File: src/rtl/pht_gshare_predictor_if.sv
`default_nettype none
// ----------------------------------------------------------------------------
// pht_gshare_predictor_if : lookup/prediction and branch-update bundle
// Rev 1.0
// ----------------------------------------------------------------------------
interface pht_gshare_predictor_if #(
  parameter int INDEX_W = 6,
  parameter int PC_W    = 32
);
  logic               lk_valid;
  logic [PC_W-1:0]    lk_pc;
  logic               pred_valid;
  logic               pred_taken;
  logic [INDEX_W-1:0] pred_ghr;
  logic               upd_valid;
  logic [PC_W-1:0]    upd_pc;
  logic [INDEX_W-1:0] upd_ghr;
  logic               upd_taken;
  logic               upd_mispredict;

  modport master (
    output lk_valid, lk_pc,
    output upd_valid, upd_pc, upd_ghr, upd_taken, upd_mispredict,
    input  pred_valid, pred_taken, pred_ghr
  );

  modport slave (
    input  lk_valid, lk_pc,
    input  upd_valid, upd_pc, upd_ghr, upd_taken, upd_mispredict,
    output pred_valid, pred_taken, pred_ghr
  );
endinterface
`default_nettype wire

File: src/rtl/pht_gshare_predictor.sv
`default_nettype none
// ----------------------------------------------------------------------------
// pht_gshare_predictor : gshare table of 2-bit counters, speculative GHR
// Rev 1.0
// ----------------------------------------------------------------------------
module pht_gshare_predictor #(
  parameter int INDEX_W = 6,
  parameter int PC_W    = 32
) (
  input  wire logic               clk,
  input  wire logic               resetn,
  pht_gshare_predictor_if.slave   bus
);
  localparam int DEPTH = 2 ** INDEX_W;

  logic [1:0]         r_pht [DEPTH];
  logic [INDEX_W-1:0] r_ghr;
  logic               r_pred_valid;
  logic               r_pred_taken;
  logic [INDEX_W-1:0] r_pred_ghr;

  logic [INDEX_W-1:0] w_lk_idx;
  logic [INDEX_W-1:0] w_upd_idx;
  logic [1:0]         w_upd_old;
  logic [1:0]         w_upd_new;
  logic [1:0]         w_lk_ctr;
  logic               w_lk_taken;
  logic [INDEX_W-1:0] w_ghr_next;
  logic               w_unused;

  assign w_lk_idx  = bus.lk_pc[INDEX_W+1:2] ^ r_ghr;
  assign w_upd_idx = bus.upd_pc[INDEX_W+1:2] ^ bus.upd_ghr;
  assign w_upd_old = r_pht[w_upd_idx];

  always_comb begin
    w_upd_new = w_upd_old;
    if (bus.upd_taken) begin
      if (w_upd_old != 2'b11) w_upd_new = w_upd_old + 2'b01;
    end else begin
      if (w_upd_old != 2'b00) w_upd_new = w_upd_old - 2'b01;
    end
  end

  // A lookup hitting the entry being updated this cycle sees the new value.
  always_comb begin
    w_lk_ctr = r_pht[w_lk_idx];
    if (bus.upd_valid && (w_upd_idx == w_lk_idx)) w_lk_ctr = w_upd_new;
  end
  assign w_lk_taken = w_lk_ctr[1];

  // Mispredict restore wins over the speculative shift of a same-cycle lookup.
  always_comb begin
    w_ghr_next = r_ghr;
    if (bus.lk_valid)
      w_ghr_next = {r_ghr[INDEX_W-2:0], w_lk_taken};
    if (bus.upd_valid && bus.upd_mispredict)
      w_ghr_next = {bus.upd_ghr[INDEX_W-2:0], bus.upd_taken};
  end

  always_ff @(posedge clk) begin
    if (!resetn) begin
      for (int i = 0; i < DEPTH; i++) r_pht[i] <= 2'b11;
    end else if (bus.upd_valid) begin
      r_pht[w_upd_idx] <= w_upd_new;
    end
  end

  always_ff @(posedge clk) begin
    if (!resetn) begin
      r_ghr        <= '0;
      r_pred_valid <= 1'b0;
      r_pred_taken <= 1'b0;
      r_pred_ghr   <= '0;
    end else begin
      r_ghr        <= w_ghr_next;
      r_pred_valid <= bus.lk_valid;
      if (bus.lk_valid) begin
        r_pred_taken <= w_lk_taken;
        r_pred_ghr   <= r_ghr;
      end
    end
  end

  assign bus.pred_valid = r_pred_valid;
  assign bus.pred_taken = r_pred_taken;
  assign bus.pred_ghr   = r_pred_ghr;

  assign w_unused = ^{bus.lk_pc[PC_W-1:INDEX_W+2], bus.lk_pc[1:0],
                      bus.upd_pc[PC_W-1:INDEX_W+2], bus.upd_pc[1:0]};
endmodule
`default_nettype wire

File: src/flat_wrapper.sv
// flat-port wrapper written by rule: the top's interface ports become plain ports
module pht_gshare_predictor_flat 
#(
  parameter int INDEX_W = 6,
  parameter int PC_W    = 32
)
  (clk, resetn, bus_lk_valid, bus_lk_pc, bus_upd_valid, bus_upd_pc, bus_upd_ghr, bus_upd_taken, bus_upd_mispredict, bus_pred_valid, bus_pred_taken, bus_pred_ghr);
  pht_gshare_predictor_if #(.INDEX_W(INDEX_W), .PC_W(PC_W)) bus_i ();
  input  wire logic clk;
  input  wire logic resetn;
  input wire logic [$bits(bus_i.lk_valid)-1:0] bus_lk_valid;
  input wire logic [$bits(bus_i.lk_pc)-1:0] bus_lk_pc;
  input wire logic [$bits(bus_i.upd_valid)-1:0] bus_upd_valid;
  input wire logic [$bits(bus_i.upd_pc)-1:0] bus_upd_pc;
  input wire logic [$bits(bus_i.upd_ghr)-1:0] bus_upd_ghr;
  input wire logic [$bits(bus_i.upd_taken)-1:0] bus_upd_taken;
  input wire logic [$bits(bus_i.upd_mispredict)-1:0] bus_upd_mispredict;
  output wire logic [$bits(bus_i.pred_valid)-1:0] bus_pred_valid;
  output wire logic [$bits(bus_i.pred_taken)-1:0] bus_pred_taken;
  output wire logic [$bits(bus_i.pred_ghr)-1:0] bus_pred_ghr;
  assign bus_i.lk_valid = bus_lk_valid;
  assign bus_i.lk_pc = bus_lk_pc;
  assign bus_i.upd_valid = bus_upd_valid;
  assign bus_i.upd_pc = bus_upd_pc;
  assign bus_i.upd_ghr = bus_upd_ghr;
  assign bus_i.upd_taken = bus_upd_taken;
  assign bus_i.upd_mispredict = bus_upd_mispredict;
  assign bus_pred_valid = bus_i.pred_valid;
  assign bus_pred_taken = bus_i.pred_taken;
  assign bus_pred_ghr = bus_i.pred_ghr;
  pht_gshare_predictor #(.INDEX_W(INDEX_W), .PC_W(PC_W)) u_core (.clk(clk), .resetn(resetn), .bus(bus_i));
endmodule
File: config.mk
export PLATFORM = sky130hd
export DESIGN_NAME = pht_gshare_predictor_flat
export DESIGN_NICKNAME = d
export VERILOG_FILES = /design/src/rtl/pht_gshare_predictor_if.sv /design/src/rtl/pht_gshare_predictor.sv /design/src/flat_wrapper.sv
export SDC_FILE = /design/constraint.sdc
export NUM_CORES = 1
export LEC_CHECK = 0
export CAP_MARGIN = 10
export CORE_ASPECT_RATIO = 1.75
export CORE_MARGIN = 10
export CORE_UTILIZATION = 55
export DETAILED_ROUTE_END_ITERATION = 16
export GPL_ROUTABILITY_DRIVEN = 0
export PLACE_DENSITY = 0.84
export SETUP_SLACK_MARGIN = 0.15
export SYNTH_ARGS = -nofsm -noshare
export SYNTH_HDL_FRONTEND = slang
export SYNTH_SLANG_ARGS = --single-unit
File: constraint.sdc
create_clock -name clk -period 9.6 [get_ports clk]
set_clock_uncertainty 0.05 [all_clocks]
set_input_delay 1.92 -clock clk [delete_from_list [all_inputs] [get_ports clk]]
set_output_delay 1.92 -clock clk [all_outputs]
set_load 0.005 [all_outputs]
=== Yosys cells after proc, flatten, opt, wreduce, memory -nomap -nowiden ===
Memory sizes are Yosys's and may differ from the RTL's.
Index checks and enable logic that the tools add are counted.

* Register bits after elaboration: 14
* Latch bits: 0
* Memory bits (writable): 128
* Bits in read-only memories: 0
* Memories kept: 1

{| class="wikitable"
|+ Memories
! memory !! depth !! width !! read ports !! clocked after Yosys merged registers in !! write ports !! line !! RTL
|-
| u_core.r_pht || 64 || 2 || 2 || 0 || 64 || pht_gshare_predictor.sv:16 || <nowiki>logic [1:0] r_pht [DEPTH];</nowiki>
|}

* Add/subtract/negate cells: 2
* Multipliers: 0
* Div/mod/pow operators: 0
* Order comparisons: 0
* Equality and inequality tests: 2
* Shift-type cells: 0
* Multiplexer cells: 13
* Bitwise gates (word level): 2
* Reductions and logical operators: 5

{| class="wikitable"
|+ Operators by type and width
! kind !! number
|-
| 2-to-1 mux 6 bit || 3
|-
| XOR 6 bit || 2
|-
| 2-to-1 mux 2 bit || 5
|-
| == test 6 bit || 1
|-
| 2-to-1 mux 1 bit || 5
|-
| nonzero test 2 bit || 2
|-
| adder 2 x 1 -> 2 bit (second input constant) || 1
|-
| logical AND 1 bit || 2
|-
| != test 2 bit (second input constant) || 1
|-
| OR reduction 2 bit || 1
|-
| subtractor 2 x 1 -> 2 bit (second input constant) || 1
|}

=== Depth between registers and ports, before layout ===
An unclocked memory read counts as a cell.

* Word-level depth: 8
* Gate-level depth with buffers: 14
* Mapped depth without buffers: 9

=== Least setup slack after synthesis ===
Ideal clock, no wire load.

* Kind: input to register
* From: in bus_upd_ghr[0]
* To: mem u_core.r_pht[50][1], data pin
* Library setup time: 260 ps
* Arrival: 4547 ps
* Path slack: 4744 ps
* Stages on the path: 11
* Path buffers: 3
* Path through: xnor2_2 > buf_6 > mux4_1 > a221oi_1 > nor2_1 > a311o_1 > nor4_2 > maj3_1 > buf_2 > buf_2 > nand2_1

{| class="wikitable"
|+ RTL lines
! what !! line !! RTL
|-
| start, declared || flat_wrapper.sv:15 || <nowiki>input wire logic [$bits(bus_i.upd_ghr)-1:0] bus_upd_ghr;</nowiki>
|-
| end, declared || pht_gshare_predictor.sv:16 ||
|}

=== Worst setup path in the final report ===
* From: in bus_upd_ghr[1]
* To: reg u_core.r_ghr[0]

* Word-level cells in the longest chain between the ends: 8
* Elaborated cells on any way between the ends: 14

{| class="wikitable"
|+ Ends and longest elaborated chain
! what !! line !! RTL
|-
| XOR 6 bit (*) || pht_gshare_predictor.sv:32 || <nowiki>assign w_upd_idx = bus.upd_pc[INDEX_W+1:2] ^ bus.upd_ghr;</nowiki>
|-
| memory (64 x 2 bit) || n/a ||
|-
| subtractor 2 x 1 -> 2 bit (tied with other cells) || pht_gshare_predictor.sv:40 || <nowiki>if (w_upd_old != 2'b00) w_upd_new = w_upd_old - 2'b01;</nowiki>
|-
| 2-to-1 mux 2 bit (on tied branches) || pht_gshare_predictor.sv:40, pht_gshare_predictor.sv:38 ||
|-
| 2-to-1 mux 2 bit || pht_gshare_predictor.sv:37 || <nowiki>if (bus.upd_taken) begin</nowiki>
|-
| 2-to-1 mux 2 bit (*) || pht_gshare_predictor.sv:47 || <nowiki>if (bus.upd_valid && (w_upd_idx == w_lk_idx)) w_lk_ctr = w_upd_new;</nowiki>
|-
| 2-to-1 mux 6 bit (*) || pht_gshare_predictor.sv:54 || <nowiki>if (bus.lk_valid)</nowiki>
|-
| 2-to-1 mux 6 bit (*) || pht_gshare_predictor.sv:56 || <nowiki>if (bus.upd_valid && bus.upd_mispredict)</nowiki>
|-
| end signal, assigned || pht_gshare_predictor.sv:75 || <nowiki>r_ghr <= w_ghr_next;</nowiki>
|-
| end, declared || pht_gshare_predictor.sv:17 || <nowiki>logic [INDEX_W-1:0] r_ghr;</nowiki>
|}

Mark *: on every way between the ends. The rest lies on a longest branch, timed or not. The select of a mux whose other input is x is not followed.
A chain may end at the register's enable or synchronous reset.

==> impl.org <==
** Routing
- Number of DRC markers after the initial detailed-route iteration :: 874
- Post-detailed-routing wire length :: 21.9 mm
- After detailed routing, the average wire length per cell comes to 23.7 um.
- Post-route DRC violation count :: 0
- The first detailed-routing pass took 7 iterations.
- The detailed router placed 6347 vias in this run.
- In the routed layout, each cell is associated on average with a via count of 6.87.
- In this run the remaining antenna-violating nets after routing total 0.

** Finish
- The finished cells cover 8660 um2.
- Of the cells placed in the final design, the portion with a size suffix greater than 1 is 11.1%.
- Share of the core filled with cells :: 62.6%
- Antenna diode instance count :: 0
- Relative area change from synthesis to final layout :: 12.7%
- # nets final :: 810
- The count of cells in the finished layout, fillers not included, comes to 924.

** Status
- The flow ran to the end, and the final reports show no timing, DRC or antenna violations.

** Clock network
- Number of buffers created by CTS :: 17
- Clock tree root driver cell :: sky130_fd_sc_hd__clkbuf_16
- Clock-pin slew was measured on the worst setup and hold paths at 60 ps.
- Max H-tree Level :: 4
- # clock sinks :: 142
- Cts hold-fix bufs :: 0
- The longest clock path from root to sink contains 2 buffers.
- After clock tree synthesis, the setup repair step added 0 buffers.
- Clock Latency Late Sink :: 430 ps
- CTS resizes :: 0
- TritonCTS clock tree :: built

** Synthesis
- Synthesized Nets :: 809
- The synthesized design contains 128 enable-type register cells.
- During synthesis, Yosys emitted a total of 0 warnings.
- Count of mapped cells out of synthesis :: 733
- Summing the sequential cell areas from Yosys gives 53.6% of the chip area.
- Unique masters post-synth :: 47
- Post-synthesis cell area :: 7690 um2
- Share of synthesized flip-flops with an asynchronous set or reset :: 0%
- Post-synthesis area per instance :: 10.5 um2
- Most used flip-flop cell after synthesis :: sky130_fd_sc_hd__edfxtp_1
- Counting flops and latches in the post-synthesis netlist gives 142.

** Floorplan
- Die Outline Area :: 19300 um2
- Placement Rows :: 57
- Once the floorplan was initialized, standard cells occupied 55.6% of the core.
- I/O Pins :: 84
- Die W :: 109 um
- Height of the die :: 176 um
- The core region is 13800 um2.

** STA
- Worst slew margin relative to its limit :: 32.7%
- Number of failing setup endpoints in the final timing report :: 0
- The number of slew-limit violations in the final report was 0.
- Hold is met by 434 ps.
- Final critical-path setup slack :: 3240 ps
- Share of the cycle needed by the critical path after routing :: 66.2%
- The clock period could shrink to 6360 ps.
- Static timing analysis puts the maximum clock frequency at 157 MHz.
- Hold violation count in the final report :: 0
- Setup repair after global routing missed its margin :: false
- After routing, the total negative slack on setup checks comes to 0 ps.
- Actual transition at the worst max-transition pin :: 1010 ps

** Power
- PD cells :: 194 nW/um2
- The design draws 1.68 mW.
- Static leakage :: 2.41 nW
- Maximum vdd ir drop :: 112 uV
- Clk pwr share :: 42.9%
- Sw frac :: 28.4%
- Combinational logic burns 16.5% of the power.
- Power spent charging and discharging nets :: 477 uW
- Cell internal power was estimated by the tool at 1.20 mW.
- Power share of the sequential group :: 40.6%

** Placement
- Quantity of I/O buffers inserted on ports :: 31
- Placed instance area :: 8030 um2
- Dpl ws :: 2860 ps
- Post-detail-place hpwl :: 13.9 mm
- Cell count after placement :: 892

** Setup path
- R2r worst-path depth :: 9
- In this run the register-to-register setup slack is 5950 ps.
- Buffers and inverters on the worst path :: 3
- The most critical setup path has its startpoint at bus_upd_ghr[1].
- STA classifies the critical path endpoint as a flop.
- Endpoint of the most critical register-to-register path :: u_core.r_ghr[0]
- In this design, the stage delay of the slowest critical-path cell is 710 ps.
- Startpoint type of the worst setup path :: input port
- The worst register-to-register path begins at u_core.r_pht[16][0].
- End point of the critical path :: u_core.r_ghr[0]
- Broken down by cell family, the worst path's largest delay share belongs to buffers and inverters.
- Kind of critical path :: in2reg
- The critical path runs through a total of 12 cells.
- In this run the worst path has a maximum fanout of 41.
- For this design, the slowest cell found on the critical path is sky130_fd_sc_hd__xor2_4.
- Required arrival time at the worst endpoint :: 9870 ps
- Ordered cell list for the critical path :: clkdlybuf4s50_1, xor2_4, buf_4, mux4_2, a221oi_1, nor2_1, a311o_1, nor4_2, maj3_2, buf_4, a21oi_1, a31o_1
- For the worst setup path, the data arrival time is 6630 ps.
- The cell that appears most often on the critical path is sky130_fd_sc_hd__buf_4.

** Flow run
- The tool flagged a number of max-cap violations equal to 0.

** GRT
- Global routing consumed, over all layers together, 22.9% of the routing resources.
- The first global-routing pass estimated 34.0 mm of wire.
- After global routing the overflow that remains totals 0.
- The via count of the first global-routing pass is 6338.
- The initial antenna violation count came to 0.
- Entering global routing, the biggest net connects 81 pins.

** Min path
- The tightest min-delay check is of the reg2reg type.
[state kept, by name, indices dropped and copies added (netlist names)]
name                   cells
u_core.bus.pred_ghr        6
u_core.r_ghr               6
u_core.bus.pred_taken      1
u_core.r_pht             128
u_core.bus.pred_valid      1
[synth_stat cells (9+ instances only)]
master / instances / share of area, %
sky130_fd_sc_hd__nor2_1: 85 / 4.1
sky130_fd_sc_hd__dfxtp_1: 14 / 3.6
sky130_fd_sc_hd__nand2_2: 14 / 1.1
sky130_fd_sc_hd__clkbuf_1: 39 / 1.9
sky130_fd_sc_hd__mux2_2: 10 / 1.5
sky130_fd_sc_hd__o21ai_0: 74 / 4.8
sky130_fd_sc_hd__o221ai_1: 9 / 1.0
sky130_fd_sc_hd__nand2_1: 152 / 7.4
sky130_fd_sc_hd__o22ai_1: 23 / 1.9
sky130_fd_sc_hd__xnor2_1: 15 / 1.7
sky130_fd_sc_hd__buf_6: 9 / 1.3
sky130_fd_sc_hd__buf_2: 11 / 0.72
sky130_fd_sc_hd__mux2i_1: 45 / 5.9
sky130_fd_sc_hd__edfxtp_1: 128 / 50
sky130_fd_sc_hd__nand3_1: 9 / 0.59
sky130_fd_sc_hd__nand2b_1: 10 / 0.81
[worst min path at each step]
stage | from | end | slack [ps] | cells after the start
final | u_core.bus.pred_ghr[2] | u_core.bus.pred_ghr[2] | 430 | 2
after global routing | u_core.bus.pred_ghr[0] | u_core.bus.pred_ghr[0] | 470 | 2
after CTS | u_core.bus.pred_ghr[2] | u_core.bus.pred_ghr[2] | 430 | 2
after detailed placement | u_core.bus.pred_ghr[2] | u_core.bus.pred_ghr[2] | 420 | 2
after global placement | u_core.bus.pred_taken | u_core.bus.pred_taken | 400 | 2
after floorplan | u_core.bus.pred_taken | u_core.bus.pred_taken | 410 | 2
[metal layers]
layer | wire, um | up-vias | part of all wire, % | track usage (%)
met5 | 0 | - | 0 | 0
met4 | 1470 | 0 | 6.7 | 14.5
met3 | 2440 | 147 | 11 | 6.32
met2 | 11000 | 570 | 50 | 38.3
met1 | 7020 | 2968 | 32 | 24.8
li1 | - | 2662 | - | -
[power by group through the flow]
stage | clock [mW] | sequential [mW] | combinational, mW
finish | 0.720 | 0.681 | 0.277
global route | 0.738 | 0.681 | 0.291
CTS | 0.712 | 0.681 | 0.266
detailed placement | 0 | 0.694 | 0.265
global placement | 0 | 0.694 | 0.257
floorplan | 0 | 0.693 | 0.199
[cells by family (layout without fill, tap and decap cells)]
| kind of cell | count (synthesis) | in the layout | synth area share [%] |
|---|---|---|---|
| fa+ha+maj | 2 | 2 | 0.277 |
| buf+inv | 62 | 76 | 4.13 |
| xor+xnor | 24 | 24 | 2.93 |
| simple gates | 288 | 288 | 15.6 |
| compound gates | 145 | 145 | 11.4 |
| mux | 70 | 70 | 12.1 |
| flops | 142 | 142 | 53.6 |
[worst register-to-register path, cell delays in order, from the launching register on]
cell and delay [ps]:
sky130_fd_sc_hd__edfxtp_1 360, sky130_fd_sc_hd__mux4_1 550, sky130_fd_sc_hd__a221oi_1 260, sky130_fd_sc_hd__nor2_1 120, sky130_fd_sc_hd__a311o_1 300, sky130_fd_sc_hd__nor4_2 340, sky130_fd_sc_hd__maj3_2 640, sky130_fd_sc_hd__buf_4 510
sky130_fd_sc_hd__a21oi_1 180, sky130_fd_sc_hd__a31o_1 230
[placed cells by master (no fill, tap or decap), types with 6 or more instances in the layout]
| master | count |
|---|---|
| sky130_fd_sc_hd__nand2_1 | 152 |
| sky130_fd_sc_hd__o221ai_1 | 9 |
| sky130_fd_sc_hd__mux4_1 | 7 |
| sky130_fd_sc_hd__buf_4 | 11 |
| sky130_fd_sc_hd__mux2i_1 | 45 |
| sky130_fd_sc_hd__nor2_1 | 85 |
| sky130_fd_sc_hd__nand2_2 | 14 |
| sky130_fd_sc_hd__a31oi_1 | 8 |
| sky130_fd_sc_hd__mux4_2 | 8 |
| sky130_fd_sc_hd__a21oi_1 | 8 |
| sky130_fd_sc_hd__xor2_1 | 7 |
| sky130_fd_sc_hd__o21ai_0 | 74 |
| sky130_fd_sc_hd__xnor2_1 | 13 |
| sky130_fd_sc_hd__clkdlybuf4s50_1 | 30 |
| sky130_fd_sc_hd__mux2_2 | 10 |
| sky130_fd_sc_hd__dfxtp_1 | 14 |
| sky130_fd_sc_hd__nand3_1 | 9 |
| sky130_fd_sc_hd__edfxtp_1 | 128 |
| sky130_fd_sc_hd__a221oi_1 | 6 |
| sky130_fd_sc_hd__o22ai_1 | 23 |
| sky130_fd_sc_hd__nor3_1 | 6 |
| sky130_fd_sc_hd__nand2b_1 | 10 |
| sky130_fd_sc_hd__clkbuf_16 | 17 |
[area by class of cell]
cell class                 instances  area, um2
fill                             968       5170
sequential                       142       4120
multi-input combinational        529       3290
clock buffer                      18        429
timing repair buffer              42        388
tap                              177        221
clock inverter                    14        206
inverter                           2       7.51
(Power assumes the default switching activity.)
